`src/rtl/cla_pkg.sv`:
```
// Shared types and helpers for the pipelined carry-lookahead adder.
// Group sizing checks and the group generate/propagate bundle live here.
package cla_pkg;

  typedef struct packed {
    logic g;
    logic p;
  } gp_t;

  function automatic int group_count(input int width, input int group);
    return width / group;
  endfunction

  function automatic bit cfg_ok(input int width, input int group);
    return (group > 0) && (width >= group) && (width % group == 0);
  endfunction

endpackage

```
`src/rtl/cla_group.sv`:
```
// GROUP-bit carry-lookahead block: sum for a given carry-in plus the
// group generate/propagate terms used by the upper lookahead level.
module cla_group
  import cla_pkg::*;
#(
  parameter int GROUP = 4
) (
  input  logic [GROUP-1:0] a,
  input  logic [GROUP-1:0] b,
  input  logic             c_in,
  output logic [GROUP-1:0] sum,
  output logic             g,
  output logic             p
);

  logic [GROUP-1:0] bg;
  logic [GROUP-1:0] bp;
  logic [GROUP-1:0] c;
  logic             acc;

  always_comb begin
    bg  = a & b;
    bp  = a ^ b;
    c   = '0;
    acc = 1'b0;
    c[0] = c_in;
    // each carry is expanded from c_in independently, not rippled
    for (int i = 1; i < GROUP; i++) begin
      c[i] = c_in;
      for (int j = 0; j < i; j++) begin
        c[i] = (c[i] & bp[j]) | bg[j];
      end
    end
    for (int j = 0; j < GROUP; j++) begin
      acc = (acc & bp[j]) | bg[j];
    end
    sum = bp ^ c;
    g   = acc;
    p   = &bp;
  end

endmodule

```
`src/rtl/pipelined_cla_adder.sv`:
```
// Two-stage pipelined CLA adder/subtractor with valid/ready on both sides.
// Stage 1 forms group sums (carry-in 0) and G/P; stage 2 resolves carries.
module pipelined_cla_adder
  import cla_pkg::*;
#(
  parameter int WIDTH = 16,
  parameter int GROUP = 4
) (
  input  logic             clk,
  input  logic             rst,
  input  logic             in_valid,
  output logic             in_ready,
  input  logic [WIDTH-1:0] a,
  input  logic [WIDTH-1:0] b,
  input  logic             cin,
  input  logic             sub,
  output logic             out_valid,
  input  logic             out_ready,
  output logic [WIDTH-1:0] sum,
  output logic             cout,
  output logic             ovf
);

  localparam int NG = group_count(WIDTH, GROUP);

  if (!cfg_ok(WIDTH, GROUP)) begin : g_bad_cfg
    $error("WIDTH must be a non-zero multiple of GROUP");
  end

  logic             s2_advance;
  logic [WIDTH-1:0] b_eff;
  logic             c0;
  logic [WIDTH-1:0] sum0;
  logic [NG-1:0]    grp_g;
  logic [NG-1:0]    grp_p;
  gp_t  [NG-1:0]    gp;

  logic             s1_valid;
  logic [WIDTH-1:0] s1_sum0;
  gp_t  [NG-1:0]    s1_gp;
  logic             s1_c0;
  logic             s1_pmsb;

  logic [NG:0]      gc;
  logic [WIDTH-1:0] nxt_sum;
  logic             nxt_cout;
  logic             nxt_ovf;
  logic             run;

  assign s2_advance = !out_valid || out_ready;
  assign in_ready   = !s1_valid || s2_advance;

  assign b_eff = sub ? ~b : b;
  assign c0    = sub | cin;

  for (genvar k = 0; k < NG; k++) begin : g_grp
    cla_group #(
      .GROUP(GROUP)
    ) u_grp (
      .a   (a[k*GROUP +: GROUP]),
      .b   (b_eff[k*GROUP +: GROUP]),
      .c_in(1'b0),
      .sum (sum0[k*GROUP +: GROUP]),
      .g   (grp_g[k]),
      .p   (grp_p[k])
    );
  end

  always_comb begin
    for (int k = 0; k < NG; k++) begin
      gp[k].g = grp_g[k];
      gp[k].p = grp_p[k];
    end
  end

  always_ff @(posedge clk) begin
    if (in_valid && in_ready) begin
      s1_sum0 <= sum0;
      s1_gp   <= gp;
      s1_c0   <= c0;
      s1_pmsb <= a[WIDTH-1] ^ b_eff[WIDTH-1];
    end
  end

  always_comb begin
    gc    = '0;
    gc[0] = s1_c0;
    for (int k = 1; k <= NG; k++) begin
      gc[k] = gc[0];
      for (int j = 0; j < k; j++) begin
        gc[k] = (gc[k] & s1_gp[j].p) | s1_gp[j].g;
      end
    end
    // group carry-in of 1 increments the carry-0 group sum
    nxt_sum = '0;
    run     = 1'b0;
    for (int k = 0; k < NG; k++) begin
      run = gc[k];
      for (int i = 0; i < GROUP; i++) begin
        nxt_sum[k*GROUP+i] = s1_sum0[k*GROUP+i] ^ run;
        run = run & s1_sum0[k*GROUP+i];
      end
    end
    nxt_cout = gc[NG];
    nxt_ovf  = s1_pmsb ^ nxt_sum[WIDTH-1] ^ gc[NG];
  end

  always_ff @(posedge clk) begin
    if (rst) begin
      s1_valid  <= 1'b0;
      out_valid <= 1'b0;
      sum       <= '0;
      cout      <= 1'b0;
      ovf       <= 1'b0;
    end else begin
      if (in_ready) begin
        s1_valid <= in_valid;
      end
      if (s2_advance) begin
        out_valid <= s1_valid;
        if (s1_valid) begin
          sum  <= nxt_sum;
          cout <= nxt_cout;
          ovf  <= nxt_ovf;
        end
      end
    end
  end

endmodule
```
`config.mk`:
```
export PLATFORM = sky130hd
export DESIGN_NAME = pipelined_cla_adder
export DESIGN_NICKNAME = d
export VERILOG_FILES = /design/src/rtl/cla_pkg.sv /design/src/rtl/cla_group.sv /design/src/rtl/pipelined_cla_adder.sv
export SDC_FILE = /design/constraint.sdc
export NUM_CORES = 1
export LEC_CHECK = 0
export CAP_MARGIN = 20
export CORE_UTILIZATION = 45
export DETAILED_ROUTE_END_ITERATION = 7
export DONT_BUFFER_PORTS = 1
export HOLD_SLACK_MARGIN = 0.15
export PLACE_DENSITY = 0.65
export SLEW_MARGIN = 30
export SYNTH_ARGS = -nofsm -noshare
export SYNTH_HDL_FRONTEND = slang
export SYNTH_SLANG_ARGS = --single-unit
```
`constraint.sdc`:
```
create_clock -name clk -period 2.9 [get_ports clk]
set_clock_uncertainty 0.05 [all_clocks]
set_input_delay 0.435 -clock clk [delete_from_list [all_inputs] [get_ports clk]]
set_output_delay 0.435 -clock clk [all_outputs]
set_load 0.01 [all_outputs]
```
==> summary.txt <==
Yosys
  • Async SR Flop Fraction: 0%
  • Largest area contributor in the netlist: edfxtp_1
  • Post-synth EDFFs: 26
  • Synthesized cell area: 2530 um2
  • Synth area leaders: edfxtp_1, dfxtp_1, ha_1, fa_1, xor2_1
  • Synth warnings: 0
  • Mapped Cells: between 200 and 250
  • Sequential-to-total area share from yosys stat: 46.6%
  • Top-count cell post-synth: inv_1
  • Post-Syn Nets: 301
  • Syn Area/Cell: around 11 um2
  • Top FF cell, synth: edfxtp_1
  • Most common library cells after synthesis: inv_1, ha_1, edfxtp_1, nand2_1, dfxtp_1
  • Synth cell types: 27
  • Yosys reg bits: 46
  • Synth top area share: a little under a third

Setup path
  • Critical path endpoint category: flip-flop
  • Crit path buffers/inverters: 0
  • WP data arrival: around 2.6 ns
  • Crit path largest cell delay: 0.41 ns
  • Critical Path Start Type: flip-flop
  • Worst-path cell chain: a21o_1 > a21o_1 > a21o_1 > ha_1 > ha_1 > ha_1 > xor2_1 > xnor2_1 > a21oi_1 > o41ai_2
  • Slowest cell on crit path: edfxtp_1
  • Crit-path max FO: 3
  • R2R Setup Slk: approximately 0.45 ns
  • Setup CP Type: flip-flop to flip-flop
  • CP delay by family, top: compound AO/OA/AOI/OAI gates
  • Required @ worst endpoint: a little over 3 ns

Die
  • Starting Density: between 40% and 50%
  • Die width: about 77 um
  • Die Y: 77.0 um
  • Die Area: 5930 um2
  • Core Region: roughly 5300 um2
  • Cell Rows: 26
  • IO Pins: a little under 60

Routing
  • WL/cell: around 12 um
  • ANT nets after route: 0
  • Via count: between 1,000 and 1,500
  • WL final: ~3.7 mm
  • DR DRC count: 0
  • Vias per cell: ~4.7
  • Initial DRC Count: 47
  • Router iterations before antenna repair: 4

Outcome
  • Status: completed

Clocking
  • H-tree levels: 2
  • Post-CTS Setup Inserts: 0
  • Clk slew on worst S/H paths: 0.08 ns
  • Sink Count: between 40 and 50
  • CTS tree: done
  • Clk buf depth: 2
  • CTS Buf Count: 5
  • Root buf cell: clkbuf_8
  • Clock latency on the worst-skew pair: about 0.29 ns

Placed design
  • Placed instance count: roughly 290
  • RePlAce Congestion: between 0.7 and 0.8
  • IO Port Bufs: 0
  • DP Wirelength: roughly 2.9 mm

Hold path
  • Hold crit path type: input port to flip-flop

STA
  • F_max: 0.409 GHz
  • Slew HR: between 50% and 60%
  • Worst slew pin tran: 0.606 ns
  • Setup TNS: 0 ns
  • Post-route clock period utilization: roughly 84%
  • Endpoints failing hold: 0
  • Count of final setup violators: 0
  • RSZ-0062 raised after global routing: no
  • Final min period: roughly 2.4 ns
  • Final Max Tran Viols: 0

Power
  • Total power: about 1.4 mW
  • Power density cells: roughly 530 nW/um2
  • Worst VDD drop: around 0.22 mV
  • Pleak: 1.20 nW

Global routing
  • First-pass GRT wire length: between 6 and 7 mm
  • Grt ovf: 0
  • Initial antenna violation count: 0
  • Largest net degree at the start of global routing: 27
  • GRT Resource Usage Total: between 10% and 20%
  • Vias in the first global route: around 1,400

Job
  • Max-Cap Viols: 0

Final layout
  • Fraction of layout cells with a size suffix above 1: 6.14%
  • Fin cells: 298
  • Area growth, synth to finish: 6.77%
  • NumNets Final: between 300 and 400
  • Antenna Cells: 0
  • Final Util: between 50% and 60%
## sequential cells by signal (all words and copies together) (netlist names)
signal / count
s1_sum0: 16
ovf: 1
cout: 1
s1_c0: 1
s1_gp: 8
s1_pmsb: 1
sum: 16
s1_valid: 1
out_valid: 1
## repair_timing
item / CTS / global route
endpoints found under the setup margin: 0 / 0
hold buffers: 2 / 1
endpoints found under the hold margin: 17 / 1
resized for setup: 0 / 0
## worst paths after layout
kind	cells after the start	to	start
worst max-delay path	10	ovf	s1_c0
worst min-delay path	1	ovf	rst
worst max register to register	10	ovf	s1_c0
worst min register to register	2	sum[12]	sum[12]
## final cells by class
type / instances / area (um2)
well taps: 70 / 87.6
clock inverters: 2 / 13.8
fillers: 507 / 2570
flip-flops and latches: 46 / 1180
inverters: 38 / 143
repair buffers: 4 / 37.5
clock buffers: 6 / 72.6
multi-input cells: 132 / 1170
## through the flow
stage | cell area [um2] | hold WS (ns) | setup slack, ns
after detailed placement | 2590 | 0.439 | 0.430
after global routing | 2700 | 0.162 | 0.281
after CTS | 2690 | 0.153 | 0.439
final | 2700 | 0.181 | 0.452
after global placement | 2590 | 0.434 | 0.549
after floorplan | 2530 | 0.431 | 0.181
## layout by cell type (no fill, tap or decap), types with 5 or more instances in the layout
master and instances:
ha_1 28, fa_1 12, xor2_1 17, inv_1 38
clkbuf_8 5, nor2_1 9, edfxtp_1 26, a21oi_1 15
nand2_1 25, dfxtp_1 20
## per-layer routing
metal | track usage [%] | part of all wire [%]
met5 | 0 | 0
met4 | 3.96 | 0.76
met3 | 5.24 | 7.1
met2 | 20.4 | 44
met1 | 18.4 | 49
## power breakdown
group / total, mW / switching (mW) / internal [mW] / leakage [nW]
clock network: 0.370 / 0.200 / 0.170 / 0.0452
logic: 0.252 / 0.138 / 0.114 / 0.739
registers: 0.821 / 0.0432 / 0.777 / 0.419
## kinds of logic after synthesis
logic type	share of synthesized area, %
adders and majority gates	23.3
AOI/OAI and AO/OA	6.03
DFF	46.6
and+or+nand+nor	9.54
xor gates and xnor gates	7.26
buffers and inverters	7.21
No activity file was read; power rests on OpenSTA's default activity.
